[src/rtl/mem_wb_stage_if.sv]
// M->W pipeline register bus: M-stage inputs, stage controls and the registered W-stage outputs.
// The stage uses the slave modport; the upstream driver and GRF side use master.
interface mem_wb_stage_if #(
  parameter int CNT_WIDTH = 32
);
  logic                 stall;
  logic                 flush;

  logic                 M_valid;
  logic [31:0]          M_PC;
  logic [4:0]           M_rd_addr;
  logic                 M_reg_write;
  logic [1:0]           M_wb_sel;
  logic [31:0]          M_alu_result;
  logic [31:0]          M_dm_read_data;

  logic                 W_valid;
  logic [31:0]          W_PC;
  logic [4:0]           W_rd_addr;
  logic [31:0]          W_write_data;
  logic                 W_reg_write;
  logic                 W_new;
  logic [CNT_WIDTH-1:0] retired_cnt;

  modport master (
    output stall, flush,
    output M_valid, M_PC, M_rd_addr, M_reg_write, M_wb_sel, M_alu_result, M_dm_read_data,
    input  W_valid, W_PC, W_rd_addr, W_write_data, W_reg_write, W_new, retired_cnt
  );

  modport slave (
    input  stall, flush,
    input  M_valid, M_PC, M_rd_addr, M_reg_write, M_wb_sel, M_alu_result, M_dm_read_data,
    output W_valid, W_PC, W_rd_addr, W_write_data, W_reg_write, W_new, retired_cnt
  );
endinterface

[src/rtl/mem_wb_stage.sv]
// Write-back pipeline register: selects GRF write data at capture, handles stall/flush, counts retirements.
// Optional WB_TRACE_EN macro compiles in a per-instruction GRF write trace ($display).
module mem_wb_stage #(
  parameter logic [31:0] RESET_PC  = 32'h0000_3000,
  parameter int          CNT_WIDTH = 32
) (
  input  logic                clk,
  input  logic                reset,
  mem_wb_stage_if.slave       bus
);

  typedef enum logic [1:0] {
    WB_ALU  = 2'b00,
    WB_MEM  = 2'b01,
    WB_LINK = 2'b10,
    WB_RSVD = 2'b11
  } wb_sel_e;

  logic                 w_valid_q;
  logic [31:0]          w_pc_q;
  logic [4:0]           w_rd_addr_q;
  logic [31:0]          w_write_data_q;
  logic                 w_reg_write_q;
  logic                 w_new_q;
  logic [CNT_WIDTH-1:0] retired_cnt_q;

  logic [31:0]          link_addr;
  logic [31:0]          wb_data;
  logic                 grf_we;

  // Link address wraps naturally in 32 bits (FFFF_FFFC -> 0000_0004).
  assign link_addr = bus.M_PC + 32'd8;
  assign grf_we    = bus.M_valid & bus.M_reg_write & (bus.M_rd_addr != 5'd0);

  always_comb begin
    wb_data = 32'h0;
    case (wb_sel_e'(bus.M_wb_sel))
      WB_ALU:  wb_data = bus.M_alu_result;
      WB_MEM:  wb_data = bus.M_dm_read_data;
      WB_LINK: wb_data = link_addr;
      WB_RSVD: wb_data = 32'h0;
      default: wb_data = 32'h0;
    endcase
  end

  always_ff @(posedge clk) begin
    if (reset) begin
      w_valid_q      <= 1'b0;
      w_pc_q         <= RESET_PC;
      w_rd_addr_q    <= 5'd0;
      w_write_data_q <= 32'h0;
      w_reg_write_q  <= 1'b0;
      w_new_q        <= 1'b0;
      retired_cnt_q  <= '0;
    end else if (bus.flush) begin
      // Bubble keeps the M PC so W_PC still tracks program position.
      w_valid_q      <= 1'b0;
      w_pc_q         <= bus.M_PC;
      w_rd_addr_q    <= 5'd0;
      w_write_data_q <= 32'h0;
      w_reg_write_q  <= 1'b0;
      w_new_q        <= 1'b0;
    end else if (bus.stall) begin
      w_new_q        <= 1'b0;
    end else begin
      w_valid_q      <= bus.M_valid;
      w_pc_q         <= bus.M_PC;
      w_rd_addr_q    <= bus.M_rd_addr;
      w_write_data_q <= wb_data;
      w_reg_write_q  <= grf_we;
      w_new_q        <= 1'b1;
      if (bus.M_valid) begin
        retired_cnt_q <= retired_cnt_q + CNT_WIDTH'(1);
      end
    end
  end

  assign bus.W_valid      = w_valid_q;
  assign bus.W_PC         = w_pc_q;
  assign bus.W_rd_addr    = w_rd_addr_q;
  assign bus.W_write_data = w_write_data_q;
  assign bus.W_reg_write  = w_reg_write_q;
  assign bus.W_new        = w_new_q;
  assign bus.retired_cnt  = retired_cnt_q;

`ifdef WB_TRACE_EN
  // W_new is high for one cycle per instruction, so stalls never repeat a line.
  always @(posedge clk) begin
    if (w_new_q && w_reg_write_q) begin
      $display("%d@%h: $%d <= %h", $time, w_pc_q, w_rd_addr_q, w_write_data_q);
    end
  end
`else
`endif

endmodule
[src/flat_wrapper.sv]
// flat-port wrapper written by rule: the top's interface ports become plain ports
module mem_wb_stage_flat 
#(
  parameter logic [31:0] RESET_PC  = 32'h0000_3000,
  parameter int          CNT_WIDTH = 32
)
  (clk, reset, bus_stall, bus_flush, bus_M_valid, bus_M_PC, bus_M_rd_addr, bus_M_reg_write, bus_M_wb_sel, bus_M_alu_result, bus_M_dm_read_data, bus_W_valid, bus_W_PC, bus_W_rd_addr, bus_W_write_data, bus_W_reg_write, bus_W_new, bus_retired_cnt);
  mem_wb_stage_if #(.CNT_WIDTH(CNT_WIDTH)) bus_i ();
  input  logic clk;
  input  logic reset;
  input wire logic [$bits(bus_i.stall)-1:0] bus_stall;
  input wire logic [$bits(bus_i.flush)-1:0] bus_flush;
  input wire logic [$bits(bus_i.M_valid)-1:0] bus_M_valid;
  input wire logic [$bits(bus_i.M_PC)-1:0] bus_M_PC;
  input wire logic [$bits(bus_i.M_rd_addr)-1:0] bus_M_rd_addr;
  input wire logic [$bits(bus_i.M_reg_write)-1:0] bus_M_reg_write;
  input wire logic [$bits(bus_i.M_wb_sel)-1:0] bus_M_wb_sel;
  input wire logic [$bits(bus_i.M_alu_result)-1:0] bus_M_alu_result;
  input wire logic [$bits(bus_i.M_dm_read_data)-1:0] bus_M_dm_read_data;
  output wire logic [$bits(bus_i.W_valid)-1:0] bus_W_valid;
  output wire logic [$bits(bus_i.W_PC)-1:0] bus_W_PC;
  output wire logic [$bits(bus_i.W_rd_addr)-1:0] bus_W_rd_addr;
  output wire logic [$bits(bus_i.W_write_data)-1:0] bus_W_write_data;
  output wire logic [$bits(bus_i.W_reg_write)-1:0] bus_W_reg_write;
  output wire logic [$bits(bus_i.W_new)-1:0] bus_W_new;
  output wire logic [$bits(bus_i.retired_cnt)-1:0] bus_retired_cnt;
  assign bus_i.stall = bus_stall;
  assign bus_i.flush = bus_flush;
  assign bus_i.M_valid = bus_M_valid;
  assign bus_i.M_PC = bus_M_PC;
  assign bus_i.M_rd_addr = bus_M_rd_addr;
  assign bus_i.M_reg_write = bus_M_reg_write;
  assign bus_i.M_wb_sel = bus_M_wb_sel;
  assign bus_i.M_alu_result = bus_M_alu_result;
  assign bus_i.M_dm_read_data = bus_M_dm_read_data;
  assign bus_W_valid = bus_i.W_valid;
  assign bus_W_PC = bus_i.W_PC;
  assign bus_W_rd_addr = bus_i.W_rd_addr;
  assign bus_W_write_data = bus_i.W_write_data;
  assign bus_W_reg_write = bus_i.W_reg_write;
  assign bus_W_new = bus_i.W_new;
  assign bus_retired_cnt = bus_i.retired_cnt;
  mem_wb_stage #(.RESET_PC(RESET_PC), .CNT_WIDTH(CNT_WIDTH)) u_core (.clk(clk), .reset(reset), .bus(bus_i));
endmodule
[config.mk]
export PLATFORM = sky130hd
export DESIGN_NAME = mem_wb_stage_flat
export DESIGN_NICKNAME = d
export VERILOG_FILES = /design/src/rtl/mem_wb_stage_if.sv /design/src/rtl/mem_wb_stage.sv /design/src/flat_wrapper.sv
export SDC_FILE = /design/constraint.sdc
export NUM_CORES = 1
export LEC_CHECK = 0
export BUFFER_PORTS_ARGS = -buffer_cell sky130_fd_sc_hd__buf_2
export CELL_PAD_IN_SITES_DETAIL_PLACEMENT = 1
export CELL_PAD_IN_SITES_GLOBAL_PLACEMENT = 1
export CORE_ASPECT_RATIO = 0.9
export CORE_MARGIN = 5
export CORE_UTILIZATION = 27
export DETAILED_ROUTE_END_ITERATION = 6
export PLACE_DENSITY = 0.65
export SLEW_MARGIN = 40
export SYNTH_ARGS = -nofsm -noshare
export SYNTH_HDL_FRONTEND = slang
export SYNTH_SLANG_ARGS = --single-unit
[constraint.sdc]
create_clock -name clk -period 2.3 [get_ports clk]
set_input_delay 0.23 -clock clk [delete_from_list [all_inputs] [get_ports clk]]
set_output_delay 0.23 -clock clk [all_outputs]
set_load 0.01 [all_outputs]
Word-level counts from Yosys, hierarchy flattened
Index checks and enable logic that the tools add are counted.
{ "op_classes": {"mux": 4, "n_reduce_logical": 4, "eq_ne": 4, "bitwise_logic": 4, "addsub": 2} }
{ "ops": {"columns": ["op", "n"], "rows": [
  ["32-bit case mux with 4 select lines", 1],
  ["32-bit two-way mux", 2],
  ["32-bit by 1-bit adder with 32-bit output (second input constant)", 1],
  ["32-bit by 4-bit adder with 32-bit output (second input constant)", 1],
  ["5-bit nonzero test", 1],
  ["2-bit equality test (second input constant)", 2],
  ["3-bit AND reduction", 1],
  ["1-bit AND", 2],
  ["2-bit by 1-bit equality test with 1-bit output (second input constant)", 1],
  ["2-bit logical NOT", 1],
  ["2-bit by 1-bit inequality test with 1-bit output (second input constant)", 1],
  ["1-bit inverter", 2],
  ["2-bit OR reduction", 1],
  ["1-bit two-way mux", 1]
]} }
{ "word_totals": {"word_cells": 25, "regBits": 104} }

Depth between registers and ports, before layout
Gate-level depths: netlist of the first run.
{ "logic_depth": {"depth_word": 2, "mapped_depth": 7} }

Worst setup path before layout of the first run
No wires, ideal clock.
{ "synth_path": {"kind": "reg2reg", "start": "register u_core.retired_cnt_q[4] (netlist: u_core.bus.retired_cnt[4])", "end": "register u_core.retired_cnt_q[31] (netlist: u_core.bus.retired_cnt[31])", "slack_ns": 0.252, "n_path_buf": 1, "synth_period_minus_slack_ns": 2.048, "stages_incl_launch_ff": 7, "t_arrival_ns": 1.977, "setup_time_ns": 0.070, "cell_sequence": "dfxtp_1 > nand4_2 > or3_1 > buf_6 > or3_4 > or3_1 > a21oi_1"} }
{ "synth_via": {"elab_chain_cells": 1} }
{ "synth_rtl": {"columns": ["item", "line_no", "text"], "rows": [
  ["start: declaration", "mem_wb_stage.sv:25", "logic [CNT_WIDTH-1:0] retired_cnt_q;"],
  ["start signal: assignment", "mem_wb_stage.sv:73", "retired_cnt_q <= retired_cnt_q + CNT_WIDTH'(1);"],
  ["32-bit by 1-bit adder with 32-bit output", "mem_wb_stage.sv:73", null]
]} }
No other way between the ends.
A chain may end at the register's enable or synchronous reset.

Final worst setup path of the first run
{ "layout_path": {"start": "register u_core.retired_cnt_q[5] (netlist: u_core.bus.retired_cnt[5])", "end": "register u_core.retired_cnt_q[31] (netlist: u_core.bus.retired_cnt[31])"} }
Same word-level chain as after synthesis.

==> results of run 1 <==
==> metrics by stage <==
step | hold WS, ns | utilization | instances | cell area (µm²)
detailed placement | 0.446 | 0.350 | 1070 | 6430
global route | 0.129 | 0.364 | 1085 | 6700
floorplan | 0.354 | - | 632 | 5070
global placement | 0.438 | 0.350 | 1070 | 6430
finish | 0.123 | 0.364 | 1085 | 6700
CTS | 0.116 | 0.364 | 1084 | 6700
==> worst paths after layout <==
check	slack, ns	cells past startpoint	end	start
max	0.22	5	u_core.bus.retired_cnt[31]$_SDFFE_PP0P_	u_core.bus.retired_cnt[5]$_SDFFE_PP0P_
min	0.12	3	u_core.bus.W_rd_addr[0]$_SDFFE_PP0N_	bus_M_rd_addr[0]
max reg2reg	0.22	5	u_core.bus.retired_cnt[31]$_SDFFE_PP0P_	u_core.bus.retired_cnt[5]$_SDFFE_PP0P_
min reg2reg	0.45	2	u_core.bus.W_PC[31]$_SDFFE_PP0P_	u_core.bus.W_PC[31]$_SDFFE_PP0P_
==> Yosys cell counts (all sizes together) (4+ instances only) <==
library cell,number
a21oi,57
and3,4
and4,8
buf,6
clkbuf,33
dfxtp,104
inv,11
mux2i,33
nand2,105
nand2b,4
nand3,22
nand4,11
nor2,63
nor3,22
nor4,10
o211ai,6
o21ai,30
o221a,8
o221ai,6
o22ai,4
o31ai,6
or3,11
or4,7
xnor2,35
xor2,11
==> registers in the layout (all words and copies together) (netlist names) <==
name,cells
u_core.bus.W_PC,32
u_core.bus.W_new,1
u_core.bus.W_rd_addr,5
u_core.bus.W_reg_write,1
u_core.bus.W_valid,1
u_core.bus.W_write_data,32
u_core.bus.retired_cnt,32
==> layer usage <==
layer  track usage  share of wire  vias up  wire length (µm)
met5             0         0.0018        -                34
met3        0.0558          0.065       18              1230
met2         0.287           0.47      125              8940
met1         0.216           0.45     2449              8440
met4        0.0400          0.012        6               235
li1              -              -     2623                 -
==> power by group through the flow <==
stage	combinational (mW)	clock, mW	sequential, mW
after global routing	0.613	1.55	1.90
after detailed placement	0.560	0	1.94
after floorplan	0.241	0	1.96
final	0.551	1.44	1.89
after global placement	0.556	0	1.93
after CTS	0.561	1.50	1.89
==> layout by cell type, fill, tap and decap left out, types with 2 or more instances in the layout <==
master                       Yosys  final
sky130_fd_sc_hd__a21oi_1        57     57
sky130_fd_sc_hd__a22o_1          2      2
sky130_fd_sc_hd__a32o_1          2      2
sky130_fd_sc_hd__and3_1          4      4
sky130_fd_sc_hd__and4_1          8      8
sky130_fd_sc_hd__buf_2           1    212
sky130_fd_sc_hd__buf_4           0     20
sky130_fd_sc_hd__clkbuf_16       0      9
sky130_fd_sc_hd__clkinvlp_4      0      2
sky130_fd_sc_hd__dfxtp_1       104    104
sky130_fd_sc_hd__ha_1            2      2
sky130_fd_sc_hd__inv_1          11     11
sky130_fd_sc_hd__mux2i_1        33     33
sky130_fd_sc_hd__nand2_1       105    105
sky130_fd_sc_hd__nand2b_1        4      4
sky130_fd_sc_hd__nand3_1        22     22
sky130_fd_sc_hd__nand3b_1        2      2
sky130_fd_sc_hd__nand4_1        10     10
sky130_fd_sc_hd__nor2_1         63     62
sky130_fd_sc_hd__nor2b_1         2      2
sky130_fd_sc_hd__nor3_1         22     22
sky130_fd_sc_hd__nor4_1         10     10
sky130_fd_sc_hd__o211ai_1        6      6
sky130_fd_sc_hd__o21ai_0        30     30
sky130_fd_sc_hd__o221a_2         8      8
sky130_fd_sc_hd__o221ai_1        6      6
sky130_fd_sc_hd__o22ai_1         4      4
sky130_fd_sc_hd__o31ai_1         6      6
sky130_fd_sc_hd__or2_2           2      2
sky130_fd_sc_hd__or3_1          10     10
sky130_fd_sc_hd__or4_1           7      7
sky130_fd_sc_hd__xnor2_1        35     35
sky130_fd_sc_hd__xor2_1         11     11
==> worst max-delay path: stages, from the launching register on <==
cell and delay (ns):
sky130_fd_sc_hd__dfxtp_1 0.42, sky130_fd_sc_hd__nand4_2 0.14, sky130_fd_sc_hd__or3_1 0.50, sky130_fd_sc_hd__or3_4 0.44, sky130_fd_sc_hd__or3_1 0.35, sky130_fd_sc_hd__a21oi_1 0.14
==> final cells by class <==
class / count / area [µm²] / area share
Clock inverter: 3 / 20.0 / 0.00299
Antenna cell: 1 / 2.50 / 0.000373
Tap cell: 245 / 307 / 0.0458
Clock buffer: 11 / 243 / 0.0362
Timing Repair Buffer: 232 / 1210 / 0.181
Multi-Input combinational cell: 478 / 2790 / 0.417
Inverter: 11 / 41.3 / 0.00616
Sequential cell: 104 / 2080 / 0.311
==> cells by family after synthesis <==
group / Yosys count
AND/OR/NAND/NOR: 275
AO/OA/AOI/OAI: 122
flip-flops: 104
buffers and inverters: 50
XOR/XNOR: 46
multiplexers: 33
adder cells (fa/ha/maj): 2
==> impl_summary.txt, run 1 <==
----------------------------------------------------
[Worst setup path]
  Largest fanout of any net on the critical path ... 7
  WS Path Type ... flip-flop to flip-flop
  Arrival time reported for the critical path endpoint ... approximately 2.3 ns
  Critical path data required time ... between 2 and 3 ns
  Nature of the critical path startpoint ... flip-flop
  Kind of end point of the critical path ... flip-flop

[STA]
  Setup clock skew after layout ... approximately 0.0073 ns
  Worst Setup Slack, final ... roughly 0.22 ns
  Rel. slew slack ... 0.500
  Fin. Hold Viols ... 0
  Clock period minus worst slack ... 2.08 ns
  Slew @ Worst Pin ... around 0.75 ns
  Number of pins with negative max-slew slack in the final report ... 0
  Period Utilization, post-route ... 0.903
  Setup repair after global routing missed its margin ... false
  Final setup TNS ... 0 ns
  Maximum clock frequency ... slightly below 500 MHz
  Number of endpoints failing setup at the final stage ... 0

[Power and ir drop]
  Power per cell area ... 580 nW/µm²
  Reported leakage power ... a little under 3 nW
  Max IR drop VDD ... between 0.2 and 0.3 mV
  Switching portion of total power ... 0.268
  Total power consumption of the routed design ... about 4 mW
  Cell internal power dissipation ... roughly 2.8 mW
  Combinational cell fraction of total power ... 0.142
  Clock network power share ... 0.371
  Switching power summed over all nets ... ~1.0 mW
  Register share of total power ... 0.488

[Die]
  Number of rows in the core area ... 47
  Core area ... 18400 µm²
  Die boundary height ... 140 µm
  Number of ports placed on the die boundary ... between 200 and 250
  Chip width ... 154 µm
  Initial standard-cell utilization of the core ... 0.275
  Overall die area ... around 22000 µm²

[Clocking]
  CTS max path bufs ... 2
  H-tree levels ... 3
  Quantity of hold-fixing buffers added after cts ... 0
  Clock-pin slew on the worst setup and hold paths ... 0.07 ns
  Clk Latency, worst-skew pair ... around 0.35 ns
  Clk root buf ... sky130_fd_sc_hd__clkbuf_16
  Clock tree from TritonCTS ... yes
  Post_cts resized ... 0
  Number of post-CTS setup repair buffers ... 0
  Number of buffers created by CTS ... 9
  TritonCTS sink count ... roughly 100

[Min path]
  Hold/Removal Path Class ... input pin to flip-flop

[Yosys]
  Share of synthesized flip-flops with an asynchronous set or reset ... 0
  Largest cells by area after synthesis ... sky130_fd_sc_hd__dfxtp_1, sky130_fd_sc_hd__nand2_1, sky130_fd_sc_hd__mux2i_1
  Largest area contributor in the synthesized netlist ... sky130_fd_sc_hd__dfxtp_1
  Area share of fa/ha/maj cells after synthesis ... 0.00494
  Post-synthesis cell count ... ~630
  Share of the yosys chip area belonging to registers ... 0.411
  Synth cell types ... 38
  Cell area after technology mapping ... between 5000 and 6000 µm²
  Yosys synthesis warning count ... 0
  Post-Synthesis Net Count ... 743
  Post-synthesis share of cell area spent on xor and xnor gates ... 0.0795
  Post-synthesis sequential element count ... between 100 and 150
  Simple logic cell fraction of the synthesized area ... 0.255
  Main flop type after synthesis ... sky130_fd_sc_hd__dfxtp_1
  Fraction of post-synthesis cell area in the top cell type by area ... 0.411
  Post-synthesis mux area share ... 0.0652
  Post-synth EDFFs ... 0
  Synthesized area per cell ... around 8.0 µm²
  Dominant combinational cell family by area after synthesis ... simple AND/OR/NAND/NOR gates
  Fraction of the mapped netlist area in compound gates ... 0.146

[Global route]
  Number of global-route vias before repair ... 5526
  Antenna violations before repair ... 4
  Overall global routing resource usage ... 0.172
  Maximum number of pins on one net before global-route repair ... 65
  Wire length of the first global-routing pass ... 29900 µm
  Leftover overflow at the end of global routing ... 0

[Layout]
  Ratio of cells with drive above 1 in the final layout ... 0.309
  Fill cell count ... ~2300
  Layout net count ... between 900 and 1000
  Layout overhead on the synthesized area ... 32.2%

[Detailed routing]
  Average wire per standard cell ... between 15 and 20 µm
  Iteration count of the initial detailed-routing pass ... 4
  Total Wirelength ... 18900 µm
  Routed Antenna Nets ... 0
  Initial drt markers ... about 180
  Number of design rule violations left after detail routing ... 0
  Number of vias per cell after detailed routing ... between 4 and 5
  Vias ... between 5000 and 6000

[Placed design]
  # port buffers ... 212
  Placer Congestion ... between 0.7 and 0.8
  Detail Placement HPWL ... ~15000 µm
  DP Worst Slack ... approximately 0.25 ns

[Outcome]
  Run status ... completed

[Run]
  MaxCap Viol Count ... 0

----------------------------------------------------
Note: power is estimated with default switching activity, not from simulation.
==> inputs of run 2 (changes only) <==
--- a/config.mk
+++ b/config.mk
@@ -5,6 +5,7 @@
 export SDC_FILE = /design/constraint.sdc
 export NUM_CORES = 1
 export LEC_CHECK = 0
+export ABC_AREA = 1
 export BUFFER_PORTS_ARGS = -buffer_cell sky130_fd_sc_hd__buf_2
 export CELL_PAD_IN_SITES_DETAIL_PLACEMENT = 1
 export CELL_PAD_IN_SITES_GLOBAL_PLACEMENT = 1
@@ -12,7 +13,7 @@
 export CORE_MARGIN = 5
 export CORE_UTILIZATION = 27
 export DETAILED_ROUTE_END_ITERATION = 6
-export PLACE_DENSITY = 0.65
+export PLACE_DENSITY = 0.67
 export SLEW_MARGIN = 40
 export SYNTH_ARGS = -nofsm -noshare
 export SYNTH_HDL_FRONTEND = slang
==> impl_summary.txt, run 2 <==
----------------------------------------------------
[Power and ir drop]
  Reported leakage power ... 3.42 nW (+17%)
  Max IR drop VDD ... 0.280 mV (+4.2%)
  Total power consumption of the routed design ... 4.07 mW (+4.8%)
  Power per cell area ... 554 nW/µm² (-4.4%)

[Yosys]
  Post-Synthesis Net Count ... 1006 (+35%)
  Post-synthesis sequential element count ... 104 (unchanged)
  Main flop type after synthesis ... sky130_fd_sc_hd__dfxtp_1
  Post-synthesis cell count ... 895 (+42%)
  Cell area after technology mapping ... 5650 µm² (+11%)
  Synth cell types ... 38 (unchanged)
  Post-synth EDFFs ... 0 (unchanged)
  Yosys synthesis warning count ... 0 (unchanged)
  Largest area contributor in the synthesized netlist ... sky130_fd_sc_hd__dfxtp_1
  Fraction of post-synthesis cell area in the top cell type by area ... 0.369 (-0.0421)
  Largest cells by area after synthesis ... sky130_fd_sc_hd__dfxtp_1, sky130_fd_sc_hd__nand2_1, sky130_fd_sc_hd__nor2_1
  Most used standard cells in the synthesized netlist ... sky130_fd_sc_hd__nand2_1, sky130_fd_sc_hd__nor2_1, sky130_fd_sc_hd__dfxtp_1
  Synthesized area per cell ... 6.31 µm² (-21%)
  Most numerous cell in the Yosys netlist ... sky130_fd_sc_hd__nand2_1
  Share of synthesized flip-flops with an asynchronous set or reset ... 0 (unchanged)
  Share of the yosys chip area belonging to registers ... 0.369 (-0.0421)

[Detailed routing]
  Number of design rule violations left after detail routing ... 0 (unchanged)
  Initial drt markers ... 343 (+96%)
  Average wire per standard cell ... 17.3 µm (-0.55%)
  Total Wirelength ... 24100 µm (+28%)
  Number of vias per cell after detailed routing ... 4.74 (-1.5%)
  Routed Antenna Nets ... 0 (unchanged)
  Iteration count of the initial detailed-routing pass ... 4 (unchanged)
  Vias ... 6609 (+27%)

[Clocking]
  Clk root buf ... sky130_fd_sc_hd__clkbuf_16
  Post_cts resized ... 0 (unchanged)
  Clock tree from TritonCTS ... yes
  Number of post-CTS setup repair buffers ... 0 (unchanged)
  Clock-pin slew on the worst setup and hold paths ... 0.09 ns (+0.02 ns)
  CTS max path bufs ... 2 (unchanged)
  Quantity of hold-fixing buffers added after cts ... 0 (unchanged)
  H-tree levels ... 3 (unchanged)
  TritonCTS sink count ... 104 (unchanged)
  Number of buffers created by CTS ... 9 (unchanged)
  Clk Latency, worst-skew pair ... 0.36 ns (about the same)

[Worst setup path]
  Nature of the critical path startpoint ... flip-flop
  CP Cell Sequence ... ha_1, nand3_1, inv_1, nand2_1, nor2_2, nand2_2, inv_2, nand2_1, o21ai_0, nor2_1
  CP dominant cell by count ... sky130_fd_sc_hd__nand2_1
  Arrival time reported for the critical path endpoint ... 1.91 ns (-0.43 ns)
  Number of buffers and inverters on the critical path ... 2 (+2)
  Largest stage delay, worst path ... 0.40 ns (-0.10 ns)
  Worst path top cell family by delay ... simple AND/OR/NAND/NOR gates
  Critical path data required time ... 2.57 ns (about the same)
  Slowest-stage cell, CP ... sky130_fd_sc_hd__dfxtp_1
  Kind of end point of the critical path ... flip-flop
  WS Path Type ... flip-flop to flip-flop
  Largest fanout of any net on the critical path ... 5 (-2)

[STA]
  Final setup TNS ... 0 ns (unchanged)
  Number of endpoints failing setup at the final stage ... 0 (unchanged)
  Period Utilization, post-route ... 0.713 (-0.189)
  Maximum clock frequency ... 610 MHz (+27%)
  Setup clock skew after layout ... 0.0164 ns (+0.00912 ns)
  Slew @ Worst Pin ... 0.505 ns (-0.245 ns)
  Rel. slew slack ... 0.663 (+0.163)
  Setup repair after global routing missed its margin ... false
  Clock period minus worst slack ... 1.64 ns (-0.436 ns)
  Number of pins with negative max-slew slack in the final report ... 0 (unchanged)
  Fin. Hold Viols ... 0 (unchanged)

[Layout]
  Most frequent cells in the layout ... sky130_fd_sc_hd__nand2_1, sky130_fd_sc_hd__buf_2, sky130_fd_sc_hd__nor2_1
  Most common library cell in the layout ignoring fill and taps ... sky130_fd_sc_hd__nand2_1
  Layout overhead on the synthesized area ... 30.1%
  Fill cell count ... 2785 (+19%)
  Layout net count ... 1211 (+28%)
  Ratio of cells with drive above 1 in the final layout ... 0.245 (-0.0635)

[Global route]
  Overall global routing resource usage ... 0.200 (+0.0276)
  Antenna violations before repair ... 6 (+2)
  Maximum number of pins on one net before global-route repair ... 47 (-28%)
  Wire length of the first global-routing pass ... 37700 µm (+26%)
  Number of global-route vias before repair ... 6724 (+22%)
  Leftover overflow at the end of global routing ... 0 (unchanged)

[Run]
  MaxCap Viol Count ... 0 (unchanged)

[Die]
  Die boundary height ... 147 µm (+5.2%)
  Initial standard-cell utilization of the core ... 0.273 (-0.00263)
  Number of ports placed on the die boundary ... 213 (unchanged)
  Core area ... 20700 µm² (+13%)
  Overall die area ... 23900 µm² (+11%)
  Chip width ... 162 µm (+5.2%)
  Number of rows in the core area ... 50 (+6.4%)

[Min path]
  Hold/Removal Path Class ... input pin to flip-flop

[Placed design]
  Placer Congestion ... 0.882 (+15%)
  Detail Placement HPWL ... 19800 µm (+35%)
  # port buffers ... 212 (unchanged)

[Outcome]
  Run status ... completed

----------------------------------------------------
run 2: changes by cell type in the layout (fill, tap and decap cells not counted), sizes merged, moves of 33 or more:
cell	before	now
mux2i	33	0
xnor2	35	0
inv	11	77
nor2	63	167
o21ai	30	80
nand2	105	259
run 2: metrics by stage:
stage          hold WS (ns)  area, µm²  instances  worst slack (ns)   util
6_report              0.124       7350       1395             0.660  0.355
5_1_grt               0.122       7350       1395             0.414  0.355
4_1_cts               0.114       7340       1391             0.641  0.354
3_5_place_dp          0.458       7050       1375             0.509  0.340
3_3_place_gp          0.453       7050       1375             0.620  0.340
2_1_floorplan         0.343       5650        895             0.776      -
run 2: logic make-up after synthesis:
group	Yosys count	synth area share
buffers and inverters	107	0.0735
AOI/OAI and AO/OA	171	0.167
xor gates and xnor gates	2	0.00310
adders and majority gates	2	0.00443
and+or+nand+nor	509	0.384
DFF	104	0.369
run 2: final timing paths:
path                            slack [ns]  cells after the start                                startpoint                                        to
worst max register to register        0.66                     10    u_core.bus.retired_cnt[0]$_SDFFE_PP0P_   u_core.bus.retired_cnt[24]$_SDFFE_PP0P_
worst min-delay path                  0.12                      3                          bus_M_rd_addr[2]      u_core.bus.W_rd_addr[2]$_SDFFE_PP0N_
worst max-delay path                  0.66                     10    u_core.bus.retired_cnt[0]$_SDFFE_PP0P_   u_core.bus.retired_cnt[24]$_SDFFE_PP0P_
worst min register to register        0.47                      2  u_core.bus.W_write_data[18]$_SDFFE_PP0N_  u_core.bus.W_write_data[18]$_SDFFE_PP0N_
run 2: power by group:
| group | switching, mW | total (mW) | internal [mW] |
|---|---|---|---|
| clock | 0.810 | 1.57 | 0.762 |
| combinational | 0.375 | 0.591 | 0.217 |
| sequential | 0.0392 | 1.91 | 1.87 |
run 2: area by class of cell:
cell class,instances,area (µm²),share of cell area
Multi-Input combinational cell,684,3150,0.429
Sequential cell,104,2080,0.283
Timing Repair Buffer,225,1170,0.159
Tap cell,286,358,0.0487
Inverter,76,285,0.0388
Clock buffer,9,225,0.0307
Clock inverter,7,63.8,0.00869
Antenna cell,4,10.0,0.00136
run 2: routing by layer:
metal | track usage | vias up | part of all wire
li1 | - | 3312 | -
met1 | 0.268 | 3072 | 0.47
met2 | 0.316 | 194 | 0.45
met3 | 0.0569 | 27 | 0.071
met4 | 0.0507 | 4 | 0.014
met5 | 0 | - | 0.0014
run 2: worst register-to-register path: stages, from the launching register on:
cell,delay [ns]
sky130_fd_sc_hd__dfxtp_1,0.40
sky130_fd_sc_hd__ha_1,0.24
sky130_fd_sc_hd__nand3_1,0.17
sky130_fd_sc_hd__inv_1,0.09
sky130_fd_sc_hd__nand2_1,0.06
sky130_fd_sc_hd__nor2_2,0.18
sky130_fd_sc_hd__nand2_2,0.09
sky130_fd_sc_hd__inv_2,0.07
sky130_fd_sc_hd__nand2_1,0.06
sky130_fd_sc_hd__o21ai_0,0.15
sky130_fd_sc_hd__nor2_1,0.05
==> inputs of run 3 (changes only) <==
--- a/config.mk
+++ b/config.mk
@@ -5,7 +5,7 @@
 export SDC_FILE = /design/constraint.sdc
 export NUM_CORES = 1
 export LEC_CHECK = 0
-export ABC_AREA = 1
+export ABC_AREA = 0
 export BUFFER_PORTS_ARGS = -buffer_cell sky130_fd_sc_hd__buf_2
 export CELL_PAD_IN_SITES_DETAIL_PLACEMENT = 1
 export CELL_PAD_IN_SITES_GLOBAL_PLACEMENT = 1
@@ -13,7 +13,7 @@
 export CORE_MARGIN = 5
 export CORE_UTILIZATION = 27
 export DETAILED_ROUTE_END_ITERATION = 6
-export PLACE_DENSITY = 0.67
+export PLACE_DENSITY = 0.68
 export SLEW_MARGIN = 40
 export SYNTH_ARGS = -nofsm -noshare
 export SYNTH_HDL_FRONTEND = slang
==> constraint.sdc (replaced) <==
create_clock -name clk -period 1.4 [get_ports clk]
set_input_delay 0.14 -clock clk [delete_from_list [all_inputs] [get_ports clk]]
set_output_delay 0.14 -clock clk [all_outputs]
set_load 0.01 [all_outputs]
==> impl_summary.txt, run 3 (synthesis gave the netlist of run 1 again) <==
----------------------------------------------------
[Placed design]
  Detail Placement HPWL ... 16200 µm (-18%)
  DP Worst Slack ... -0.443 ns (-0.953 ns)
  Placer Congestion ... 0.840 (-4.7%)
  Placed cell count ... 1168 (-15%)
  Placed cell area ... 7390 µm² (+4.8%)
  # port buffers ... 212 (unchanged)

[Clocking]
  Clk root buf ... sky130_fd_sc_hd__clkbuf_16
  CTS max path bufs ... 2 (unchanged)
  Clock-pin slew on the worst setup and hold paths ... 0.08 ns (about the same)
  Number of buffers created by CTS ... 9 (unchanged)
  Clk Latency, worst-skew pair ... 0.36 ns (about the same)
  Clock tree from TritonCTS ... yes
  TritonCTS sink count ... 104 (unchanged)
  Quantity of hold-fixing buffers added after cts ... 0 (unchanged)
  H-tree levels ... 3 (unchanged)

[Layout]
  Ant diodes ... 0 (-4)
  Layout net count ... 1061 (-12%)
  Area of all placed cells without fillers ... 8170 µm² (+11%)
  Most frequent cells in the layout ... sky130_fd_sc_hd__buf_2, sky130_fd_sc_hd__buf_4, sky130_fd_sc_hd__nand2_1
  Most common library cell in the layout ignoring fill and taps ... sky130_fd_sc_hd__buf_2
  Ratio of cells with drive above 1 in the final layout ... 0.452 (+0.207)
  Layout overhead on the synthesized area ... 61.2%
  Final instance count without filler cells ... 1200 (-14%)

[Min path]
  Hold/Removal Path Class ... input pin to flip-flop

[Outcome]
  Failing checks ... negative setup slack
  Run status ... finished, violations left

[Power and ir drop]
  Reported leakage power ... 3.89 nW (+14%)
  Max IR drop VDD ... 0.541 mV (+93%)
  Power per cell area ... 840 nW/µm² (+52%)

[Die]
  Overall die area ... 21600 µm² (-9.6%)
  Initial standard-cell utilization of the core ... 0.275 (+0.00263)
  Die boundary height ... 140 µm (-4.9%)
  Number of rows in the core area ... 47 (-6.0%)
  Chip width ... 154 µm (-4.9%)
  Core area ... 18400 µm² (-11%)
  Number of ports placed on the die boundary ... 213 (unchanged)

[Global route]
  Wire length of the first global-routing pass ... 32300 µm (-14%)
  Antenna violations before repair ... 0 (-6)
  Number of global-route vias before repair ... 5930 (-12%)
  Maximum number of pins on one net before global-route repair ... 39 (-17%)
  Leftover overflow at the end of global routing ... 0 (unchanged)
  Overall global routing resource usage ... 0.186 (-0.0133)

[STA]
  Rel. slew slack ... 0.460 (-0.203)
  Period Utilization, post-route ... 1.28 (+0.564)
  Clock period minus worst slack ... 1.79 ns (+0.148 ns)
  Number of endpoints failing setup at the final stage ... 27 (+27)
  Setup clock skew after layout ... 0.00544 ns (-0.0110 ns)
  Fin. Hold Viols ... 0 (unchanged)
  Worst Setup Slack, final ... -0.388 ns (-1.05 ns)
  Slew @ Worst Pin ... 0.800 ns (+0.295 ns)
  Setup repair after global routing missed its margin ... true
  Maximum clock frequency ... 559 MHz (-8.3%)
  Smallest hold slack ... 0.0301 ns (-0.0936 ns)
  Number of pins with negative max-slew slack in the final report ... 0 (unchanged)

[Detailed routing]
  Number of vias per cell after detailed routing ... 4.80 (+1.3%)
  Number of design rule violations left after detail routing ... 0 (unchanged)
  Routed Antenna Nets ... 0 (unchanged)
  Initial drt markers ... 184 (-46%)
  Total Wirelength ... 21100 µm (-12%)
  Vias ... 5760 (-13%)
  Iteration count of the initial detailed-routing pass ... 4 (unchanged)
  Average wire per standard cell ... 17.6 µm (+1.8%)

[Run]
  MaxCap Viol Count ... 0 (unchanged)

[Worst setup path]
  Arrival time reported for the critical path endpoint ... 2.08 ns (+0.17 ns)
  WS Path Type ... flip-flop to flip-flop
  Setup slack of the worst register-to-register path ... -0.39 ns (-1.05 ns)
  Nature of the critical path startpoint ... flip-flop
  Kind of end point of the critical path ... flip-flop
  Largest fanout of any net on the critical path ... 3 (-2)
  Critical path data required time ... 1.69 ns (-0.88 ns)

----------------------------------------------------
## run 3: cell types whose count changed in the layout (fill, tap and decap cells not counted), sizes merged, moves of 11 or more
cell    change
nand2     -154
buf       +121
nor2      -104
inv        -64
o21ai      -50
xnor2      +35
mux2i      +33
nand3      -32
nor3       +17
a221oi     -12
or3        +11
## run 3: repair_timing
action                                 4_1_cts  5_1_grt
cloned                                       0        0
resized for setup                           46       18
endpoints found under the hold margin        0        0
setup buffers                               11        6
pin swaps                                   21       19
setup endpoints to repair                   25       27
## run 3: path summary, 6_finish.rpt
check                                     startpoint                                      end  depth (start not counted)
max          u_core.bus.retired_cnt[16]$_SDFFE_PP0P_  u_core.bus.retired_cnt[30]$_SDFFE_PP0P_                          5
min                                 bus_M_rd_addr[0]     u_core.bus.W_rd_addr[0]$_SDFFE_PP0N_                          3
min reg2reg         u_core.bus.W_PC[16]$_SDFFE_PP0P_         u_core.bus.W_PC[16]$_SDFFE_PP0P_                          2
max reg2reg  u_core.bus.retired_cnt[16]$_SDFFE_PP0P_  u_core.bus.retired_cnt[30]$_SDFFE_PP0P_                          5
## run 3: worst max-delay path, cell delays in order (launching register included)
cell,delay (ns)
sky130_fd_sc_hd__dfxtp_4,0.35
sky130_fd_sc_hd__nand4_1,0.14
sky130_fd_sc_hd__or3_4,0.42
sky130_fd_sc_hd__or3_4,0.34
sky130_fd_sc_hd__or3_4,0.34
sky130_fd_sc_hd__a21oi_2,0.14
## run 3: report_power, final
group / leakage (nW) / internal, mW / total (mW) / switching [mW]
combinational: 2.87 / 0.466 / 1.03 / 0.568
sequential: 0.861 / 3.04 / 3.10 / 0.0531
clock: 0.156 / 1.51 / 2.73 / 1.22
## run 3: layout make-up
type                            instances  area, µm²
Clock buffer                           11        254
Inverter                               11       41.3
Multi-Input combinational cell        478       3180
Fill cell                            2256      10200
Clock inverter                          5       61.3
Tap cell                              245        307
Timing Repair Buffer                  346       2210
Sequential cell                       104       2120
## run 3: metrics by stage
stage           util  setup TNS [ns]  power [mW]
2_1_floorplan      -           -5.45        3.61
3_3_place_gp   0.401           -8.72        4.19
3_5_place_dp   0.401           -9.99        4.21
4_1_cts        0.438           -4.94        6.97
5_1_grt        0.444           -7.12        7.17
6_report       0.444           -5.27        6.86
## run 3: per-layer routing
metal  vias to the layer above  track usage  routed length (µm)
met4                         0       0.0479                 305
li1                       2846            -                   -
met2                       158        0.313               10100
met5                         -            0                   0
met1                      2738        0.240                9400
met3                        18       0.0460                1360
